## src/rtl/tdm_demux8.sv

```systemverilog
// 8-channel TDM demultiplexer: rebuilds parallel frames from a serial bit stream,
// aligning channel 0 on the sync marker and flagging framing violations.
module tdm_demux8 (
    input  logic       clk,
    input  logic       rst_n,
    input  logic       Y,
    input  logic       y_valid,
    input  logic       sync,
    output logic [2:0] Sel,
    output logic [7:0] O,
    output logic       frame_valid,
    output logic       sync_err,
    output logic       locked
);

    localparam int unsigned NCH = 8;
    localparam int unsigned SW  = 3;
    localparam int unsigned SHW = NCH - 1;

    typedef enum logic {
        HUNT   = 1'b0,
        LOCKED = 1'b1
    } state_t;

    state_t           state, state_d;
    logic [SHW-1:0]   shadow, shadow_d;
    logic [SW-1:0]    sel_d;
    logic [NCH-1:0]   o_d;
    logic             fv_d;
    logic             se_d;

    // State, frame assembly and output registers
    always_ff @(posedge clk or negedge rst_n) begin
        if (!rst_n) begin
            state       <= HUNT;
            shadow      <= '0;
            Sel         <= '0;
            O           <= '0;
            frame_valid <= 1'b0;
            sync_err    <= 1'b0;
            locked      <= 1'b0;
        end else begin
            state       <= state_d;
            shadow      <= shadow_d;
            Sel         <= sel_d;
            O           <= o_d;
            frame_valid <= fv_d;
            sync_err    <= se_d;
            locked      <= (state_d == LOCKED);
        end
    end

    // Next-state and per-bit routing
    always_comb begin
        state_d  = state;
        shadow_d = shadow;
        sel_d    = Sel;
        o_d      = O;
        fv_d     = 1'b0;
        se_d     = 1'b0;

        if (y_valid) begin
            unique case (state)
                HUNT: begin
                    if (sync) begin
                        shadow_d[0] = Y;
                        sel_d       = SW'(1);
                        state_d     = LOCKED;
                    end
                end
                LOCKED: begin
                    if (sync) begin
                        // Sync always restarts at channel 0; mid-frame it also drops the partial frame
                        se_d        = (Sel != '0);
                        shadow_d[0] = Y;
                        sel_d       = SW'(1);
                    end else if (Sel == '0) begin
                        se_d    = 1'b1;
                        state_d = HUNT;
                    end else if (Sel == SW'(NCH - 1)) begin
                        o_d   = {Y, shadow};
                        fv_d  = 1'b1;
                        sel_d = '0;
                    end else begin
                        shadow_d[Sel] = Y;
                        sel_d         = Sel + SW'(1);
                    end
                end
                default: state_d = HUNT;
            endcase
        end
    end

endmodule
```

## config.mk

```make
export PLATFORM = sky130hd
export DESIGN_NAME = tdm_demux8
export DESIGN_NICKNAME = d
export VERILOG_FILES = /design/src/rtl/tdm_demux8.sv
export SDC_FILE = /design/constraint.sdc
export NUM_CORES = 1
export LEC_CHECK = 0
export BUFFER_PORTS_ARGS = -buffer_cell sky130_fd_sc_hd__buf_2
export CORE_MARGIN = 4
export CORE_UTILIZATION = 30
export DETAILED_ROUTE_END_ITERATION = 7
export GPL_TIMING_DRIVEN = 0
export PLACE_DENSITY = 0.45
export SKIP_CTS_REPAIR_TIMING = 1
export SLEW_MARGIN = 20
export SYNTH_ARGS = -nofsm -noshare
export SYNTH_HDL_FRONTEND = slang
export SYNTH_SLANG_ARGS = --single-unit
```

## constraint.sdc

```tcl
create_clock -name clk -period 3.6 [get_ports clk]
set_clock_uncertainty 0.05 [all_clocks]
set_input_delay 0.54 -clock clk [delete_from_list [all_inputs] [get_ports clk]]
set_output_delay 0.54 -clock clk [all_outputs]
set_load 0.01 [all_outputs]
```

==> results.toml, run 1 <==
[synthesis]
synthTopCellsByArea = "dfrtp_1 52%, mux2_2 11%, ha_1 6.2%, mux2_1 3.3%, mux2_4 3.0%"
synth_edf_count = 0
synth_top_area_frac = 0.520
ys.flop_type = "dfrtp_1"
ys_ff_latch = 21
syn-num-nets = 86
yosys_warnings = 0
synth_top_cell_by_area = "dfrtp_1"
ys_seq_area_frac = 0.520
synth_cells = 76
avgSynthCellArea_um2 = 13.3
synthArstFlopShare = 1.00
synth_area_mm2 = 0.00101
yosysUniqueCellTypes = 28

[timing]
whs_ns = 0.127
rsz0062_at_grt = "no"
max_clock_freq_mhz = 518
layout_min_cycle_time_ns = 1.93
worst_pin_slew_ns = 0.472
layout_setup_ws_ns = 1.67
slew_violations = 0
period_share = 0.536
hold_viol_final = 0
setup_tns_ns = 0
slew_headroom = 0.685
setup_viol = 0

[die]
dieArea_mm2 = 0.00436
fp.coreArea_mm2 = 0.00313
ios = 19
rows = 20
die_w_um = 66.0
start_util = 0.323
die_h_um = 66.0

[global_routing]
grt_first_pass_wirelength_um = 3300
grt_use_total = 0.0999
grt_max_degree = 22
grt_pass1_vias = 653
antenna_found_initial = 0
grt-ovfl-total = 0

[critical_path]
arrival_ns = 2.07
start_kind = "flip-flop"
critPathRequiredTime_ns = 3.74
worstSetupEndpointType = "flip-flop"
crit_chain = "inv_1 > ha_1 > nand2b_4 > nand4_2 > nor4b_2 > mux2_1"
setup.worst_path.class = "reg2reg"
crit_path_max_fanout = 10
cp_num_buf_inv = 1
cpLargestDelayFamily = "flip-flops"
slowest_stage = "dfrtp_1"
slowest_delay_ns = 0.54

[finish]
n_antenna_cell = 0
nets = 108
area_growth_pct = 16.5
drive_gt1_frac = 0.443
fin_cells = 141
fin_util = 0.376

[placement]
dp_slack_ns = 1.67
port_buffers = 17
gp_congestion = 0.710
hpwl_um = 1390
dp.cells = 137

[clock_tree]
cts_buffer_depth = 2
numCtsBuffers = 3
cts_tree = "built"
clockRootBuffer = "clkbuf_4"
clock_sinks = 21
clk_latency_ns = 0.30
path_clk_slew_ns = 0.11
ctsHtreeMaxLevel = 1

[power_and_ir_drop]
irDropWorstVdd_mv = 0.168
power.leakage_nw = 0.614
netSwitchingPower_mw = 0.249
power_frac_comb = 0.356
p_per_area_mw_per_mm2 = 599
p_int_mw = 0.455
clkPwrFrac = 0.158
sw_frac_of_total = 0.353
seqPwrFrac = 0.486

[run_status]
status = "completed"

[routing]
routed_wl_um = 1860
wire_per_inst_um = 13.2
via_per_inst = 4.73
antenna_left = 0
drtIter0Drc = 17
remaining_drc_errors = 0
num_vias = 667
drtPass1Iterations = 4

[min_path]
hold_path_class = "in2async"

[run]
maxCapViolCount = 0
[flip-flops by register name (all words and copies together), names as in the netlist]
register	flops
state	1
O	8
frame_valid	1
Sel	3
shadow	7
sync_err	1
[power groups by stage]
stage / registers [mW] / clock network (mW) / logic [mW]
floorplan: 0.351 / 0 / 0.170
global route: 0.356 / 0.130 / 0.282
finish: 0.342 / 0.111 / 0.251
CTS: 0.345 / 0.118 / 0.254
detailed placement: 0.349 / 0 / 0.254
global placement: 0.347 / 0 / 0.247
[worst reg2reg max path: stages (launching register included)]
cell      delay, ns
dfrtp_1        0.54
inv_1          0.12
ha_1           0.26
nand2b_4       0.11
nand4_2        0.16
nor4b_2        0.26
mux2_1         0.34
[worst paths after layout]
path                       startpoint        end  slack (ns)  cells past startpoint
min reg2reg                 shadow[0]  shadow[0]        0.45                      1
min                             rst_n  shadow[1]        0.13                      1
min in group clk            shadow[0]  shadow[0]        0.45                      1
max reg2reg                    Sel[0]  shadow[6]        1.67                      6
max in group asynchronous       rst_n     Sel[0]        3.05                      1
max                            Sel[0]  shadow[6]        1.67                      6
[kinds of logic after synthesis]
| kind of cell | after synthesis | share of synthesized area |
|---|---|---|
| AOI/OAI and AO/OA | 7 | 0.0434 |
| adders and majority gates | 5 | 0.0620 |
| buffers and inverters | 7 | 0.0384 |
| DFF | 21 | 0.520 |
| muxes | 15 | 0.175 |
| and+or+nand+nor | 21 | 0.161 |
[cell usage in the layout (no fill, tap or decap), types with 2 or more instances in the layout]
| master | instances |
|---|---|
| ha_1 | 5 |
| inv_1 | 3 |
| dfrtp_1 | 21 |
| nand4_2 | 2 |
| mux2_4 | 2 |
| clkbuf_4 | 3 |
| nand3_1 | 2 |
| nand2_1 | 5 |
| o21ai_0 | 3 |
| nand4b_1 | 2 |
| mux2_2 | 10 |
| nor3_1 | 2 |
| buf_2 | 18 |
| mux2_1 | 3 |
[synthesized netlist by cell type (2+ instances only)]
library cell	number
inv_1	3
mux2_1	3
dfrtp_1	21
nand2_1	5
mux2_4	2
nand4_2	2
o21ai_0	3
mux2_2	10
nand4b_1	2
ha_1	5
nor3_1	2
nand3_1	2
[area by class of cell]
class	instances	area, um2
well taps	44	55.1
multi-input cells	48	445
fillers	312	1950
plain buffers	3	23.8
flip-flops and latches	21	526
clock buffers	4	26.3
repair buffers	17	85.1
inverters	4	15.0
[through the flow]
step | instance area (um2) | total power, mW
after global placement | 1150 | 0.594
final | 1180 | 0.704
after detailed placement | 1150 | 0.603
after CTS | 1180 | 0.717
after global routing | 1180 | 0.768
after floorplan | 1010 | 0.522
[routing by layer]
metal,share of wire,global-route usage
met1,0.46,0.137
met2,0.47,0.158
met3,0.052,0.0204
met4,0.016,0.0305
met5,0,0
No activity file was read; power rests on OpenSTA's default activity.
==> run 2: changes to the inputs <==
--- a/config.mk
+++ b/config.mk
@@ -5,12 +5,13 @@
 export SDC_FILE = /design/constraint.sdc
 export NUM_CORES = 1
 export LEC_CHECK = 0
+export ABC_AREA = 1
 export BUFFER_PORTS_ARGS = -buffer_cell sky130_fd_sc_hd__buf_2
 export CORE_MARGIN = 4
 export CORE_UTILIZATION = 30
 export DETAILED_ROUTE_END_ITERATION = 7
 export GPL_TIMING_DRIVEN = 0
-export PLACE_DENSITY = 0.45
+export PLACE_DENSITY = 0.47
 export SKIP_CTS_REPAIR_TIMING = 1
 export SLEW_MARGIN = 20
 export SYNTH_ARGS = -nofsm -noshare
==> constraint.sdc (replaced) <==
create_clock -name clk -period 1.7 [get_ports clk]
set_clock_uncertainty 0.05 [all_clocks]
set_input_delay 0.255 -clock clk [delete_from_list [all_inputs] [get_ports clk]]
set_output_delay 0.255 -clock clk [all_outputs]
set_load 0.01 [all_outputs]
==> run 2 against run 1 <==
Net effect:
- global-route usage increased by 1.7 points
- critical path depth increased by 3
- synthesized cell count increased by 67%
- register-to-register slack got worse by 1.5 ns
- sequential share of layout area decreased by 3.1 points
- clock power increased by 120%
- maximum frequency increased by 24%
- critical endpoint is now shadow[4]
- die area increased by 5.5%
- flip-flop and latch count unchanged
- routed wire length increased by 22%
- critical path type unchanged
- largest power group unchanged
- utilization decreased by 0.13 points
==> results.toml, run 2 <==
[power_and_ir_drop]
p_int_mw = 0.982
p_per_area_mw_per_mm2 = 1340
sw_frac_of_total = 0.421
clkPwrFrac = 0.144
netSwitchingPower_mw = 0.715
seqPwrFrac = 0.437
power.leakage_nw = 0.711
irDropWorstVdd_mv = 0.568
power_frac_comb = 0.419

[finish]
fillers = 347
n_antenna_cell = 0
finalInstanceArea_mm2 = 0.00127
final_cell_mix = "40 x nand2_1, 22 x nand3_1, 19 x dfrtp_1, 18 x buf_2, 10 x inv_1"
top_regs = "O: 8 flops, shadow: 7 flops, Sel: 3 flops"
nets = 161
largest_register = "O"
mostFrequentLayoutCell = "nand2_1"
largest_reg_flops = 8
drive_gt1_frac = 0.247
area_growth_pct = 18.3

[min_path]
hold_path_class = "in2reg"
hold_depth = 3
hp-start = "y_valid"
min_to = "frame_valid"

[clock_tree]
ctsHtreeMaxLevel = 1
cts_tree = "built"
cts_buffer_depth = 2
path_clk_slew_ns = 0.12
numCtsBuffers = 3
clock_sinks = 21
clk_latency_ns = 0.30
clockRootBuffer = "clkbuf_4"

[global_routing]
grt_pass1_vias = 890
grt_first_pass_wirelength_um = 4060
antenna_found_initial = 0
grt-ovfl-total = 0
grt_max_degree = 22
grt_use_total = 0.117

[routing]
antenna_left = 0
num_vias = 876
remaining_drc_errors = 0
routed_wl_um = 2270
drtIter0Drc = 22
via_per_inst = 4.47
wire_per_inst_um = 11.6
drtPass1Iterations = 4

[timing]
layout_setup_ws_ns = 0.136
setup_viol = 0
layout_min_cycle_time_ns = 1.56
hold_viol_final = 0
max_clock_freq_mhz = 640
slew_headroom = 0.680
period_share = 0.920
rsz0062_at_grt = "no"
slew_violations = 0
worst_pin_slew_ns = 0.480

[synthesis]
syn-num-nets = 137
synth_top_cell_by_area = "dfrtp_1"
synthArstFlopShare = 1.00
synth_cells = 127
avgSynthCellArea_um2 = 8.45
synth_edf_count = 0
ys_seq_area_frac = 0.490
yosys.area_share.simple = 0.371
yosys_warnings = 0
synth_adder_area_share = 0.0583
yosysUniqueCellTypes = 18
synth.mux.area_fraction = 0
synthTopCellsByCount = "41 x nand2_1, 22 x nand3_1, 21 x dfrtp_1"
synth_most_common_cell = "nand2_1"
ys.flop_type = "dfrtp_1"
synthTopCellsByArea = "dfrtp_1 49%, nand2_1 14%, nand3_1 10%, ha_1 5.8%, inv_1 3.5%"
synth_top_family_by_area = "simple AND/OR/NAND/NOR gates"
synth_top_area_frac = 0.490
synth_compound_area_frac = 0.0291
synth_xor_area_frac = 0
synth_area_mm2 = 0.00107
ys_ff_latch = 21

[placement]
hpwl_um = 1680
gp_congestion = 0.846
dp_slack_ns = -0.167
post_dp_cell_area_mm2 = 0.00122
port_buffers = 18

[critical_path]
timing.rr.end = "shadow[4]"
reg2reg_setup_slack_ns = 0.14
crit_chain = "inv_1 > ha_1 > nand2_4 > nand2_4 > nor2_8 > buf_6 > nand3_1 > nand2_1 > nand2_1"
start_kind = "flip-flop"
slowest_delay_ns = 0.42
setup.worst_path.class = "reg2reg"
arrival_ns = 1.72
worstSetupEndpointType = "flip-flop"
crit_path_max_fanout = 10
cpLargestDelayFamily = "simple AND/OR/NAND/NOR gates"
critPathRequiredTime_ns = 1.85
cp_num_buf_inv = 2
slowest_stage = "dfrtp_2"
r2r_cells = 9
r2r-start = "Sel[0]"

[run]
maxCapViolCount = 0

[die]
dieArea_mm2 = 0.00460
fp.coreArea_mm2 = 0.00339
start_util = 0.317
die_w_um = 67.8
ios = 19
die_h_um = 67.8
rows = 21

[run_status]
status = "completed"
==> run 2: changes by cell type in the layout (fill, tap and decap cells not counted), sizes merged, moves of 2 or more <==
cell	before	now
mux2	15	0
nor3	2	8
nand3	2	22
inv	4	11
nand2	5	46
nand4	2	0
and4	2	0
nor2	1	6
nand4b	2	0
==> run 2: area by class of cell <==
class,instances,area (um2),area share
Clock buffer,3,22.5,0.0177
Inverter,11,41.3,0.0325
Clock inverter,1,5.00,0.00394
Tap cell,46,57.6,0.0453
Buffer,1,11.3,0.00887
Timing Repair Buffer,20,108,0.0847
Multi-Input combinational cell,93,497,0.391
Sequential cell,21,528,0.416
==> run 2: worst max path at each step <==
stage	from	end	slack (ns)	depth (start not counted)
floorplan	Sel[0]	shadow[4]	0.15	9
global placement	Sel[1]	O[7]	-0.14	6
detailed placement	Sel[0]	O[7]	-0.17	6
CTS	Sel[0]	O[7]	-0.19	6
global route	Sel[1]	shadow[6]	0.008	9
finish	Sel[0]	shadow[4]	0.14	9
==> run 2: through the flow <==
stage | TNS [ns] | hold WS (ns) | std cells | util | power [mW]
finish | 0 | 0.138 | 196 | 0.375 | 1.70
CTS | -1.58 | -0.142 | 195 | 0.368 | 1.69
floorplan | 0 | -0.0906 | 127 | - | 1.23
detailed placement | -1.33 | 0.202 | 191 | 0.360 | 1.44
global placement | -1.10 | 0.200 | 191 | 0.360 | 1.43
global route | 0 | 0.163 | 196 | 0.375 | 1.88
==> run 2: kinds of logic after synthesis <==
logic type      after synthesis
flops                        21
fa+ha+maj                     5
buf+inv                      13
compound gates                6
simple gates                 82
==> run 2: worst reg2reg max path: cells and delay by family (launching register included) <==
kind                       cells  cell delay [ns]
DFF                            1             0.42
buffers and inverters          2             0.26
adders and majority gates      1             0.24
and+or+nand+nor                6             0.49
==> run 2: power by group through the flow <==
stage / sequential [mW] / combinational [mW] / clock [mW]
floorplan: 0.766 / 0.466 / 0
global placement: 0.753 / 0.679 / 0
detailed placement: 0.759 / 0.686 / 0
CTS: 0.747 / 0.690 / 0.254
global route: 0.764 / 0.834 / 0.277
finish: 0.743 / 0.711 / 0.244
==> run 2: layer usage <==
layer | GRT usage | wire, um | vias up
met5 | 0 | 0 | -
met4 | 0.0372 | 17 | 0
met3 | 0.0197 | 61 | 2
met2 | 0.182 | 1020 | 10
met1 | 0.164 | 1170 | 406
li1 | - | - | 458
